$ cat config.mk
export PLATFORM = sky130hd
export DESIGN_NAME = sp_ram_param
export DESIGN_NICKNAME = d
export VERILOG_FILES = /design/src/rtl/sp_ram_param.sv
export SDC_FILE = /design/constraint.sdc
export NUM_CORES = 1
export LEC_CHECK = 0
export CAP_MARGIN = 20
export CORE_MARGIN = 2
export CORE_UTILIZATION = 50
export CTS_CLUSTER_DIAMETER = 120
export DETAILED_ROUTE_END_ITERATION = 8
export GPL_ROUTABILITY_DRIVEN = 0
export PLACE_DENSITY = 0.66
export SETUP_SLACK_MARGIN = 0.15
export SYNTH_ARGS = -nofsm -noshare
export SYNTH_HDL_FRONTEND = slang
export SYNTH_SLANG_ARGS = --single-unit
$ cat constraint.sdc
create_clock -name clk -period 4.3 [get_ports clk]
set_clock_uncertainty 0.1 [all_clocks]
set_input_delay 0.86 -clock clk [delete_from_list [all_inputs] [get_ports clk]]
set_output_delay 0.86 -clock clk [all_outputs]
set_load 0.02 [all_outputs]
$ cat src/rtl/sp_ram_param.sv
// Parametrised single-port synchronous RAM with per-lane byte enables, selectable
// read-during-write behaviour, optional output register and a post-reset zero-fill sweep.
module sp_ram_param #(
    parameter int DATA_WIDTH     = 8,
    parameter int ADDR_WIDTH     = 6,
    parameter int BYTE_WIDTH     = 8,
    parameter int WRITE_MODE     = 0,
    parameter int OUT_REG        = 0,
    parameter int CLEAR_ON_RESET = 1
) (
    input  logic                               clk,
    input  logic                               rst_n,
    input  logic                               we,
    input  logic [DATA_WIDTH/BYTE_WIDTH-1:0]   be,
    input  logic [ADDR_WIDTH-1:0]              addr,
    input  logic [DATA_WIDTH-1:0]              data,
    output logic [DATA_WIDTH-1:0]              q,
    output logic                               busy
);

    localparam int NB    = DATA_WIDTH / BYTE_WIDTH;
    localparam int DEPTH = 1 << ADDR_WIDTH;
    localparam logic [ADDR_WIDTH-1:0] LAST_ADDR = '1;

    generate
        if (DATA_WIDTH % BYTE_WIDTH != 0) begin : g_bad_width
            $error("sp_ram_param: DATA_WIDTH must be a multiple of BYTE_WIDTH");
        end
        if (WRITE_MODE < 0 || WRITE_MODE > 2) begin : g_bad_mode
            $error("sp_ram_param: WRITE_MODE must be 0, 1 or 2");
        end
    endgenerate

    typedef enum logic {
        IDLE  = 1'b0,
        CLEAR = 1'b1
    } state_t;

    state_t                  state_q, state_d;
    logic [ADDR_WIDTH-1:0]   cnt_q, cnt_d;
    logic                    busy_q, busy_d;
    logic [DATA_WIDTH-1:0]   rd_q, rd_d;

    logic [DATA_WIDTH-1:0]   mem [DEPTH];

    logic [NB-1:0]           wr_lane;
    logic [ADDR_WIDTH-1:0]   wr_addr;
    logic [DATA_WIDTH-1:0]   wr_data;
    logic [DATA_WIDTH-1:0]   old_word;
    logic [DATA_WIDTH-1:0]   rdw_word;

    always_comb begin
        state_d = state_q;
        cnt_d   = cnt_q;
        busy_d  = busy_q;
        if (state_q == CLEAR) begin
            if (cnt_q == LAST_ADDR) begin
                state_d = IDLE;
                cnt_d   = '0;
                busy_d  = 1'b0;
            end else begin
                cnt_d = cnt_q + ADDR_WIDTH'(1);
            end
        end
    end

    // The sweep owns the single write port while it runs; user requests are dropped.
    always_comb begin
        wr_lane = '0;
        wr_addr = addr;
        wr_data = data;
        if (state_q == CLEAR) begin
            wr_lane = '1;
            wr_addr = cnt_q;
            wr_data = '0;
        end else if (we) begin
            wr_lane = be;
        end
    end

    assign old_word = mem[addr];

    generate
        if (WRITE_MODE == 1) begin : g_write_first
            logic [DATA_WIDTH-1:0] merged_word;
            always_comb begin
                merged_word = old_word;
                for (int i = 0; i < NB; i++) begin
                    if (be[i]) begin
                        merged_word[i*BYTE_WIDTH +: BYTE_WIDTH] = data[i*BYTE_WIDTH +: BYTE_WIDTH];
                    end
                end
            end
            assign rdw_word = merged_word;
        end else if (WRITE_MODE == 2) begin : g_no_change
            assign rdw_word = rd_q;
        end else begin : g_read_first
            assign rdw_word = old_word;
        end
    endgenerate

    always_comb begin
        rd_d = '0;
        if (state_q == IDLE) begin
            rd_d = we ? rdw_word : old_word;
        end
    end

    always_ff @(posedge clk or negedge rst_n) begin
        if (!rst_n) begin
            state_q <= (CLEAR_ON_RESET != 0) ? CLEAR : IDLE;
            cnt_q   <= '0;
            busy_q  <= (CLEAR_ON_RESET != 0);
            rd_q    <= '0;
        end else begin
            state_q <= state_d;
            cnt_q   <= cnt_d;
            busy_q  <= busy_d;
            rd_q    <= rd_d;
        end
    end

    // Array has no reset so that it maps onto block RAM with byte-write enables.
    always_ff @(posedge clk) begin
        for (int i = 0; i < NB; i++) begin
            if (wr_lane[i]) begin
                mem[wr_addr][i*BYTE_WIDTH +: BYTE_WIDTH] <= wr_data[i*BYTE_WIDTH +: BYTE_WIDTH];
            end
        end
    end

    generate
        if (OUT_REG != 0) begin : g_out_reg
            logic [DATA_WIDTH-1:0] pipe_q, pipe_d;
            always_comb begin
                pipe_d = rd_q;
            end
            always_ff @(posedge clk or negedge rst_n) begin
                if (!rst_n) begin
                    pipe_q <= '0;
                end else begin
                    pipe_q <= pipe_d;
                end
            end
            assign q = pipe_q;
        end else begin : g_no_out_reg
            assign q = rd_q;
        end
    endgenerate

    assign busy = busy_q;

endmodule

==> results_tabular.tex <==
\begin{tabular}{lr}
\hline
Metric & Value \\
\hline
\multicolumn{2}{l}{\textbf{Floorplanning}} \\
Starting density of the core & 50.72\% \\
Die span in y & 207.7 um \\
Area inside the core boundary & 40920 um\^{}2 \\
Rows & 74 \\
DIE WIDTH & 207.7 um \\
Number of ports placed on the die boundary & 27 \\
Die footprint & 43160 um\^{}2 \\
\multicolumn{2}{l}{\textbf{Clocking}} \\
CTS hold repair buffers & 0 \\
Number of clock sinks seen by CTS & 528 \\
Clk buf depth & 3 \\
Cell at the root of the clock tree & sky130\_fd\_sc\_hd\_\_clkbuf\_16 \\
Clk Latency, worst-skew pair & 0.58 ns \\
Register clock-pin slew on the reported worst setup and hold paths & 0.06 ns \\
Post-cts repair resize count & 0 \\
Post-CTS setup repair buffer count & 0 \\
CTS H-Tree Depth & 2 \\
Number of buffers created by CTS & 51 \\
Clock tree from TritonCTS & built \\
\multicolumn{2}{l}{\textbf{Synth}} \\
Syn. warnings & 0 \\
Area share of the largest cell type after synthesis & 74.08\% \\
Top area cells in the synthesized netlist & sky130\_fd\_sc\_hd\_\_edfxtp\_1 74\%, sky130\_fd\_sc\_hd\_\_mux4\_2 13\%, sky130\_fd\_sc\_hd\_\_dfrtp\_1 1.7\% \\
Most frequent cell after synthesis & sky130\_fd\_sc\_hd\_\_edfxtp\_1 \\
Post-Synthesis Net Count & 1018 \\
Cell type with the largest total area after synthesis & sky130\_fd\_sc\_hd\_\_edfxtp\_1 \\
Number of instances in the synthesized netlist & 999 \\
Count of flip-flops with a built-in enable after synthesis & 512 \\
Post-Synthesis Cell Area & 20750 um\^{}2 \\
Number of storage elements in the synthesis netlist & 528 \\
Sequential area share after synthesis & 76.02\% \\
Proportion of register bits with asynchronous set or reset after synthesis & 3.030\% \\
Top cells by instance count after synthesis & 512 x sky130\_fd\_sc\_hd\_\_edfxtp\_1, 124 x sky130\_fd\_sc\_hd\_\_mux4\_2, 74 x sky130\_fd\_sc\_hd\_\_nor2\_1 \\
Most used DFF post-synth & sky130\_fd\_sc\_hd\_\_edfxtp\_1 \\
Average instance area after synthesis & 20.78 um\^{}2 \\
Synth cell types & 52 \\
\multicolumn{2}{l}{\textbf{Setup path}} \\
Path type of the worst setup path & reg2reg \\
Crit. Startpoint & state\_q \\
R2R Path Start & state\_q \\
Req. time, crit path & 4.41 ns \\
Delay of the slowest cell on the worst path & 1.13 ns \\
Worst setup SP type & flop \\
Ordered list of cells on the worst path & nand2b\_1 > or2\_2 > o21ai\_1 > nand2\_1 > nor2\_1 \\
Top fanout value on the critical path & 40 \\
Endpoint kind of the worst setup timing path & flop \\
Slowest stage cell on the critical path & sky130\_fd\_sc\_hd\_\_dfstp\_2 \\
Endpoint arrival time on the critical path & 3.50 ns \\
\multicolumn{2}{l}{\textbf{Pwr}} \\
Leakage Power & 7.632 nW \\
Pwr/cell area & 447.1 nW/um\^{}2 \\
Peak VDD IR & 0.2990 mV \\
\multicolumn{2}{l}{\textbf{Detailed routing}} \\
DR WL/cell & 27.71 um \\
Final Routed Wirelength & 46480 um \\
Number of remaining DRC errors & 0 \\
Number of search-and-repair iterations in the first detailed-routing pass & 5 \\
Number of routed nets with antenna violations & 0 \\
Ratio of routed vias to standard cells & 6.094 \\
Iteration-0 DRC Markers & 1426 \\
DR vias & 10.22k \\
\multicolumn{2}{l}{\textbf{Worst hold path}} \\
Path type of the worst min-delay path & reg2reg \\
Beginning of the worst hold path & busy \\
\multicolumn{2}{l}{\textbf{Place}} \\
Placed wire-length estimate & 28600 um \\
Quantity of I/O buffers inserted on ports & 26 \\
\multicolumn{2}{l}{\textbf{Final layout}} \\
Signed area change from the synthesized netlist to the final layout & 14.21\% \\
Final net count & 1123 \\
Proportion of layout cells with a drive suffix above 1 & 26.20\% \\
Inserted Diodes & 0 \\
Utilization after layout & 57.92\% \\
\multicolumn{2}{l}{\textbf{Timing}} \\
Sum of negative setup slack & 0 ns \\
Measured slew at the worst slew-check pin & 1.133 ns \\
Peak Freq & 0.2949 GHz \\
Share of the clock period used by the worst path & 78.86\% \\
Final setup violation count & 0 \\
Worst slew margin relative to its limit & 24.32\% \\
Final-report max-slew violation count & 0 \\
Setup repair after global routing missed its margin & no \\
Hold violation count in the final report & 0 \\
Min cycle time layout & 3.391 ns \\
\multicolumn{2}{l}{\textbf{Global routing}} \\
Pin count of the biggest net entering global routing & 68 \\
Via count of the first global-routing pass & 10.27k \\
Number of antenna violations at the first check in global routing & 0 \\
Total global routing track utilization & 21.84\% \\
Final global-route overflow total & 0 \\
Wire length of the first global-routing pass & 69090 um \\
\multicolumn{2}{l}{\textbf{Outcome}} \\
Outcome & finished clean \\
\multicolumn{2}{l}{\textbf{Flow run}} \\
Reported max-cap violation count & 0 \\
\hline
\end{tabular}
## worst max-delay path: cells and delay by family (launching register included)
family | cells | cell delay [ns]
flip-flops | 1 | 1.13
AND/OR/NAND/NOR | 4 | 1.66
AO/OA/AOI/OAI | 1 | 0.12
## path summary, 6_finish.rpt
check                                   to  slack (ns)  depth (start not counted)
worst min register to register        busy        0.39                          1
worst max-delay path            mem[27][3]        0.91                          5
worst max register to register  mem[27][3]        0.91                          5
max in group asynchronous         cnt_q[3]        2.92                          1
min in group asynchronous             q[4]        0.66                          1
worst min-delay path                  busy        0.39                          1
## registers in the layout, indices dropped and copies added, names as in the netlist
register and flops:
mem 512, q 8, cnt_q 6, busy 1, state_q 1
## cell usage in the layout (no fill, tap or decap), drive strengths merged, types with 4 or more instances in the layout
cell / n
edfxtp: 512
mux4: 133
buf: 84
nor2: 74
clkbuf: 66
nand2: 48
mux2i: 23
clkdlybuf4s50: 23
clkinv: 22
nor2b: 20
a22oi: 17
dfrtp: 14
o21ai: 12
a21oi: 10
nand3: 9
a31oi: 6
nand2b: 6
o32ai: 5
bufinv: 5
inv: 5
nor3: 4
## layout make-up
cell class                      count  area, um^2
Tap cell                          532       665.6
Fill cell                        2945       17220
Clock inverter                     28       255.2
Timing Repair Buffer              107       914.6
Multi-Input combinational cell    411        4697
Clock buffer                       66        1375
Inverter                            5       18.77
Sequential cell                   528       15780
## stage by stage
step	instance area, um^2	instances	total power, mW	setup slack [ns]	hold slack (ns)
floorplan	20750	999	6.120	1.138	0.4079
global placement	22070	1583	6.326	0.4542	0.3747
detailed placement	22070	1583	6.333	0.4099	0.3767
CTS	23700	1677	10.66	1.003	0.3848
global route	23700	1677	10.89	0.7420	0.4045
finish	23700	1677	10.60	0.9089	0.3875
## cell families after synthesis
| kind of cell | after synthesis | share of synthesized area [%] |
|---|---|---|
| XOR/XNOR | 3 | 0.1266 |
| multiplexers | 157 | 15.76 |
| adder cells (fa/ha/maj) | 1 | 0.06027 |
| AND/OR/NAND/NOR | 171 | 3.617 |
| buffers and inverters | 60 | 1.640 |
| AO/OA/AOI/OAI | 79 | 2.779 |
| flip-flops | 528 | 76.02 |
## power by group
part	total, mW	switching (mW)	internal, mW
logic	0.548	0.329	0.219
registers	5.67	0.0113	5.66
clock network	4.38	1.83	2.55
## per-layer routing
metal  share of wire, %  global-route usage [%]
met5                  0                       0
met4                2.1                   5.869
met3                8.7                   4.402
met2                 48                   33.79
met1                 41                   32.20
Power figures use the tool's default switching activity.
